### config.mk
export PLATFORM = sky130hd
export DESIGN_NAME = recon_luma4x4
export DESIGN_NICKNAME = d
export VERILOG_FILES = /design/src/rtl/recon_luma4x4.sv
export SDC_FILE = /design/constraint.sdc
export NUM_CORES = 1
export LEC_CHECK = 0
export ABC_AREA = 1
export CORE_MARGIN = 4
export CORE_UTILIZATION = 50
export CTS_BUF_LIST = sky130_fd_sc_hd__clkbuf_4 sky130_fd_sc_hd__clkbuf_8 sky130_fd_sc_hd__clkbuf_16
export DETAILED_ROUTE_END_ITERATION = 10
export GPL_ROUTABILITY_DRIVEN = 0
export PLACE_DENSITY_LB_ADDON = 0.05
export SYNTH_ARGS = -nofsm -noshare
export SYNTH_HDL_FRONTEND = slang
export SYNTH_SLANG_ARGS = --single-unit
### constraint.sdc
create_clock -name clk -period 4.4 [get_ports clk]
set_input_delay 1.1 -clock clk [delete_from_list [all_inputs] [get_ports clk]]
set_output_delay 1.1 -clock clk [all_outputs]
set_load 0.01 [all_outputs]
### src/rtl/recon_luma4x4.sv
// Luma 4x4 reconstruction: recon = clip255(pred + res), one row per cycle,
// with neighbour edges for intra prediction and block position in the macroblock.
module recon_luma4x4 #(
  parameter int RES_W = 9
) (
  input  logic                   clk,
  input  logic                   reset,
  input  logic                   in_valid,
  output logic                   in_ready,
  input  logic [15:0][7:0]       pred,
  input  logic [15:0][RES_W-1:0] res,
  output logic                   out_valid,
  input  logic                   out_ready,
  output logic [15:0][7:0]       recon,
  output logic [3:0][7:0]        bottom_row,
  output logic [3:0][7:0]        right_col,
  output logic                   clip_any,
  output logic [3:0]             blk_idx,
  output logic                   mb_done,
  output logic [1:0]             fsm_state
);

  // Handshakes: a transfer happens on a rising edge where valid and ready are
  // both high; the producer holds valid and data until then, and neither side
  // may make valid wait on ready.

  localparam int SW = RES_W + 2;

  typedef enum logic [1:0] {
    IDLE = 2'd0,
    ROW  = 2'd1,
    OUT  = 2'd2
  } state_t;

  state_t                   state;
  logic [1:0]               row;
  logic                     clip_acc;
  logic [15:0][7:0]         pred_q;
  logic [15:0][RES_W-1:0]   res_q;
  logic [3:0][7:0]          row_pix;
  logic [3:0]               row_clip;

  assign fsm_state = state;

  // Saturating add for the four pixels of the current row.
  always_comb begin
    row_pix  = '0;
    row_clip = '0;
    for (int c = 0; c < 4; c++) begin
      logic signed [SW-1:0] s;
      logic [RES_W-1:0]     r;
      logic [7:0]           p;
      p = pred_q[{row, 2'(c)}];
      r = res_q[{row, 2'(c)}];
      s = $signed({{(SW-8){1'b0}}, p}) + $signed({{2{r[RES_W-1]}}, r});
      if (s[SW-1]) begin
        row_pix[c]  = 8'd0;
        row_clip[c] = 1'b1;
      end else if (|s[SW-2:8]) begin
        row_pix[c]  = 8'd255;
        row_clip[c] = 1'b1;
      end else begin
        row_pix[c]  = s[7:0];
      end
    end
  end

  always_ff @(posedge clk) begin
    if (reset) begin
      state      <= IDLE;
      row        <= 2'd0;
      clip_acc   <= 1'b0;
      pred_q     <= '0;
      res_q      <= '0;
      in_ready   <= 1'b1;
      out_valid  <= 1'b0;
      recon      <= '0;
      bottom_row <= '0;
      right_col  <= '0;
      clip_any   <= 1'b0;
      blk_idx    <= 4'd0;
      mb_done    <= 1'b0;
    end else begin
      mb_done <= 1'b0;
      case (state)
        IDLE: begin
          if (in_valid) begin
            pred_q   <= pred;
            res_q    <= res;
            row      <= 2'd0;
            clip_acc <= 1'b0;
            in_ready <= 1'b0;
            state    <= ROW;
          end
        end
        ROW: begin
          for (int c = 0; c < 4; c++) begin
            recon[{row, 2'(c)}] <= row_pix[c];
          end
          clip_acc <= clip_acc | (|row_clip);
          row      <= row + 2'd1;
          if (row == 2'd3) begin
            // Rows 0..2 are already in recon; the last column comes from this row.
            bottom_row <= row_pix;
            right_col  <= {row_pix[3], recon[11], recon[7], recon[3]};
            clip_any   <= clip_acc | (|row_clip);
            out_valid  <= 1'b1;
            state      <= OUT;
          end
        end
        OUT: begin
          if (out_ready) begin
            out_valid <= 1'b0;
            in_ready  <= 1'b1;
            blk_idx   <= blk_idx + 4'd1;
            mb_done   <= (blk_idx == 4'd15);
            state     <= IDLE;
          end
        end
        default: begin
          state     <= IDLE;
          in_ready  <= 1'b1;
          out_valid <= 1'b0;
        end
      endcase
    end
  end

endmodule

==> flow_summary.ini <==
[grt]
grt_max_degree = 167
top_usage_layer = met2
grtUsageMet1 = 0.386
grt_overflow_total = 0
met3_usage = 0.0461
grt_pass1_wl_mm = 96.6
antenna_found_initial = 8
grt_pass1_vias = 17465
track_usage = 0.290
met2_usage = 0.484

[logic_synthesis]
synth.avg_cell_area_um2 = 7.51
yosysUniqueCellTypes = 41
syn_nets = 2863
ys_ff_latch = 445
yosys_warnings = 0
ys_seq_area_frac = 0.466
synthCells = 2546
synthesis.area_um2 = 19100

[sta]
max-slew-margin-rel = 0.423
worst_pin_slew_ns = 0.865
finalCritPeriodShare = 0.804
fmax_mhz = 283
finalMaxSlewViolations = 0
fin_worst_skew_ns = 0.0156
finalSetupTns_ns = 0
rsz0062_at_grt = no
setup_viol = 0
fin_crit_ns = 3.54
hold_viol_final = 0

[clock_network]
hold_buffers = 0
htreeDepth = 2
clk_latency_ns = 0.56
clock_path_buffers = 3
cts-resized-gates = 0
cts_buffers = 44
cts_tree = yes
clk_pin_slew_worst_paths_ns = 0.06
root_buffer = clkbuf_16
clock-sinks = 445
post_cts_buffers = 0

[power_and_ir_drop]
power_density_nw_per_um2 = 424
sw_frac_of_total = 0.305
p_sw_uw = 3280
ir_drop_v = 0.000272
seqPwrFrac = 0.416
pwr-share-comb = 0.233
power.share.clock = 0.351
p_int_uw = 7460
p_leak_uw = 0.0102

[worst_setup_path]
cp-end-kind = flop
crit_fanout = 78
ff2ff_setup_slack_ns = 0.86
reg2reg_to = recon[38]
crit_path_start = row[1]
cpMostUsedCell = nand2_1
crit_cells = 15
r2r_cells = 15
regToRegStartpoint = row[1]
cpLargestDelayFamily = compound AO/OA/AOI/OAI gates
path_class = flop to flop
critPathRequiredTime_ns = 4.80
crit_end = recon[38]
slowest_delay_ns = 0.61
path_cells = inv_4 -> o21ai_0 -> o22ai_1 -> ha_1 -> inv_1 -> fa_1 -> nand3b_1 -> nand2_1 -> nand2_1 -> nand2_1 -> nand2_1 -> nand2_2 -> nand2_8 -> o21ai_2 -> a21oi_1
cp.arrival_ns = 3.94
worst-path-buf-inv = 2
critPathSlowestCell = inv_4
start_kind = flop

[outcome]
outcome = finished, final reports clean

[layout]
fill_cells = 3269
num-nets-final = 3192
ff_latch_area_um2 = 8910
multi_input_area_um2 = 8950
instances_no_fill = 3427
fin_util = 0.672
area.growth.synth_to_final_pct = 32.3
final_layout_size_suffix_gt1_frac = 0.0670

[detailed_routing]
wl_per_cell_um = 18.5
dr.pass1.iters = 5
drt_iter0_drc = 1289
ant_nets = 0
vias = 18627
wirelength_mm = 63.5
drcViolationCount = 0
vias_per_cell = 5.44

[floorplan]
fp.coreArea_um2 = 37700
rows = 71
boundaryPins = 478
start_util = 0.508
dieArea_um2 = 41400
die_w_um = 204
die_h_um = 204

[placement]
dp_hpwl_mm = 46.2
port_buffers = 477
dpl.cell_count = 3340

[hold_path]
hp-class = flop to flop

[flow_run]
max_cap_viol_count = 0
-- synthesized netlist by cell type (all sizes together) --
cell type / number / share of area
o211ai: 1 / 0.00039
xnor2: 10 / 0.0046
dfxtp: 445 / 0.47
o21ai: 560 / 0.15
clkinv: 1 / 0.00020
xor2: 10 / 0.0046
nor3: 4 / 0.0010
a31oi: 9 / 0.0029
nand3b: 4 / 0.0016
fa: 4 / 0.0042
clkbuf: 147 / 0.029
nor2: 733 / 0.15
nor4: 1 / 0.00033
inv: 69 / 0.014
nand3: 30 / 0.013
a21o: 1 / 0.00039
a211oi: 1 / 0.00039
buf: 70 / 0.024
a32oi: 8 / 0.0037
nand2: 178 / 0.043
ha: 37 / 0.024
o22ai: 56 / 0.018
a21oi: 167 / 0.045
-- power by group through the flow --
stage / combinational (µW) / sequential, µW / clock (µW)
2_1_floorplan: 1520 / 4530 / 0
3_3_place_gp: 2430 / 4540 / 0
3_5_place_dp: 2480 / 4550 / 0
4_1_cts: 2490 / 4460 / 3800
5_1_grt: 2740 / 4490 / 3970
6_report: 2510 / 4460 / 3770
-- worst min path at each step --
stage          depth (start not counted)    endpoint  slack (ns)  startpoint
6_report                               2   out_valid        0.46   out_valid
2_1_floorplan                          2  pred_q[32]        0.45  pred_q[32]
3_3_place_gp                           2   out_valid        0.44   out_valid
4_1_cts                                2   out_valid        0.46   out_valid
5_1_grt                                1    in_ready        0.49    in_ready
3_5_place_dp                           2   out_valid        0.44   out_valid
-- logic make-up after synthesis --
kind of cell | synth area share
and+or+nand+nor | 0.207
DFF | 0.466
AOI/OAI and AO/OA | 0.223
buffers and inverters | 0.0664
adders and majority gates | 0.0284
xor gates and xnor gates | 0.00916
-- routing by layer --
| metal | part of all wire | wire [µm] | vias up |
|---|---|---|---|
| met5 | 0 | 0 | - |
| met4 | 0.027 | 1710 | 0 |
| met3 | 0.075 | 4750 | 105 |
| met2 | 0.48 | 30200 | 760 |
| met1 | 0.42 | 26800 | 8680 |
| li1 | - | - | 9082 |
-- worst reg2reg max path, cell delays in order (launching register included) --
cell	delay, ns
dfxtp_2	0.33
inv_4	0.61
o21ai_0	0.27
o22ai_1	0.25
ha_1	0.25
inv_1	0.07
fa_1	0.39
nand3b_1	0.18
nand2_1	0.17
nand2_1	0.09
nand2_1	0.07
nand2_1	0.06
nand2_2	0.13
nand2_8	0.10
o21ai_2	0.30
a21oi_1	0.12
-- state kept, by name, indices dropped and copies added (netlist names) --
register,flops
clip_acc,1
row,2
right_col,32
recon,108
clip_any,1
res_q,144
pred_q,128
blk_idx,4
in_ready,1
out_valid,1
fsm_state,2
mb_done,1
bottom_row,20
-- through the flow --
step | cell area, µm² | hold WS [ns] | power [µW] | setup slack (ns)
4_1_cts | 25300 | 0.455 | 10800 | 0.898
2_1_floorplan | 19100 | 0.450 | 6060 | 1.38
3_3_place_gp | 23800 | 0.438 | 6970 | 1.04
6_report | 25300 | 0.455 | 10700 | 0.862
5_1_grt | 25300 | 0.492 | 11200 | 0.605
3_5_place_dp | 23800 | 0.443 | 7030 | 0.906
-- cells in the final DEF, fill, tap and decap left out, types with 8 or more instances in the layout --
master and n:
o22ai_1 56, clkbuf_16 45, xor2_1 10, o21ai_2 21, a32oi_1 8, nor2_4 9
nand3_2 13, dfxtp_1 443, buf_4 17, nor2_1 722, ha_1 37, clkbuf_4 12
nand2_2 9, inv_1 57, o21ai_1 8, inv_2 8, clkbuf_8 11, nand2_1 157
clkdlybuf4s50_1 477, xnor2_1 10, o21ai_0 528, a31oi_1 9, a21oi_1 161, nand3_1 15
-- area by class of cell --
class                      count  share of cell area
multi-input combinational   1814               0.354
sequential                   445               0.352
timing repair buffer         500               0.199
clock buffer                  68              0.0541
tap                          511              0.0253
inverter                      70              0.0113
clock inverter                12             0.00396
antenna                        7            0.000692
Power figures use the tool's default switching activity.
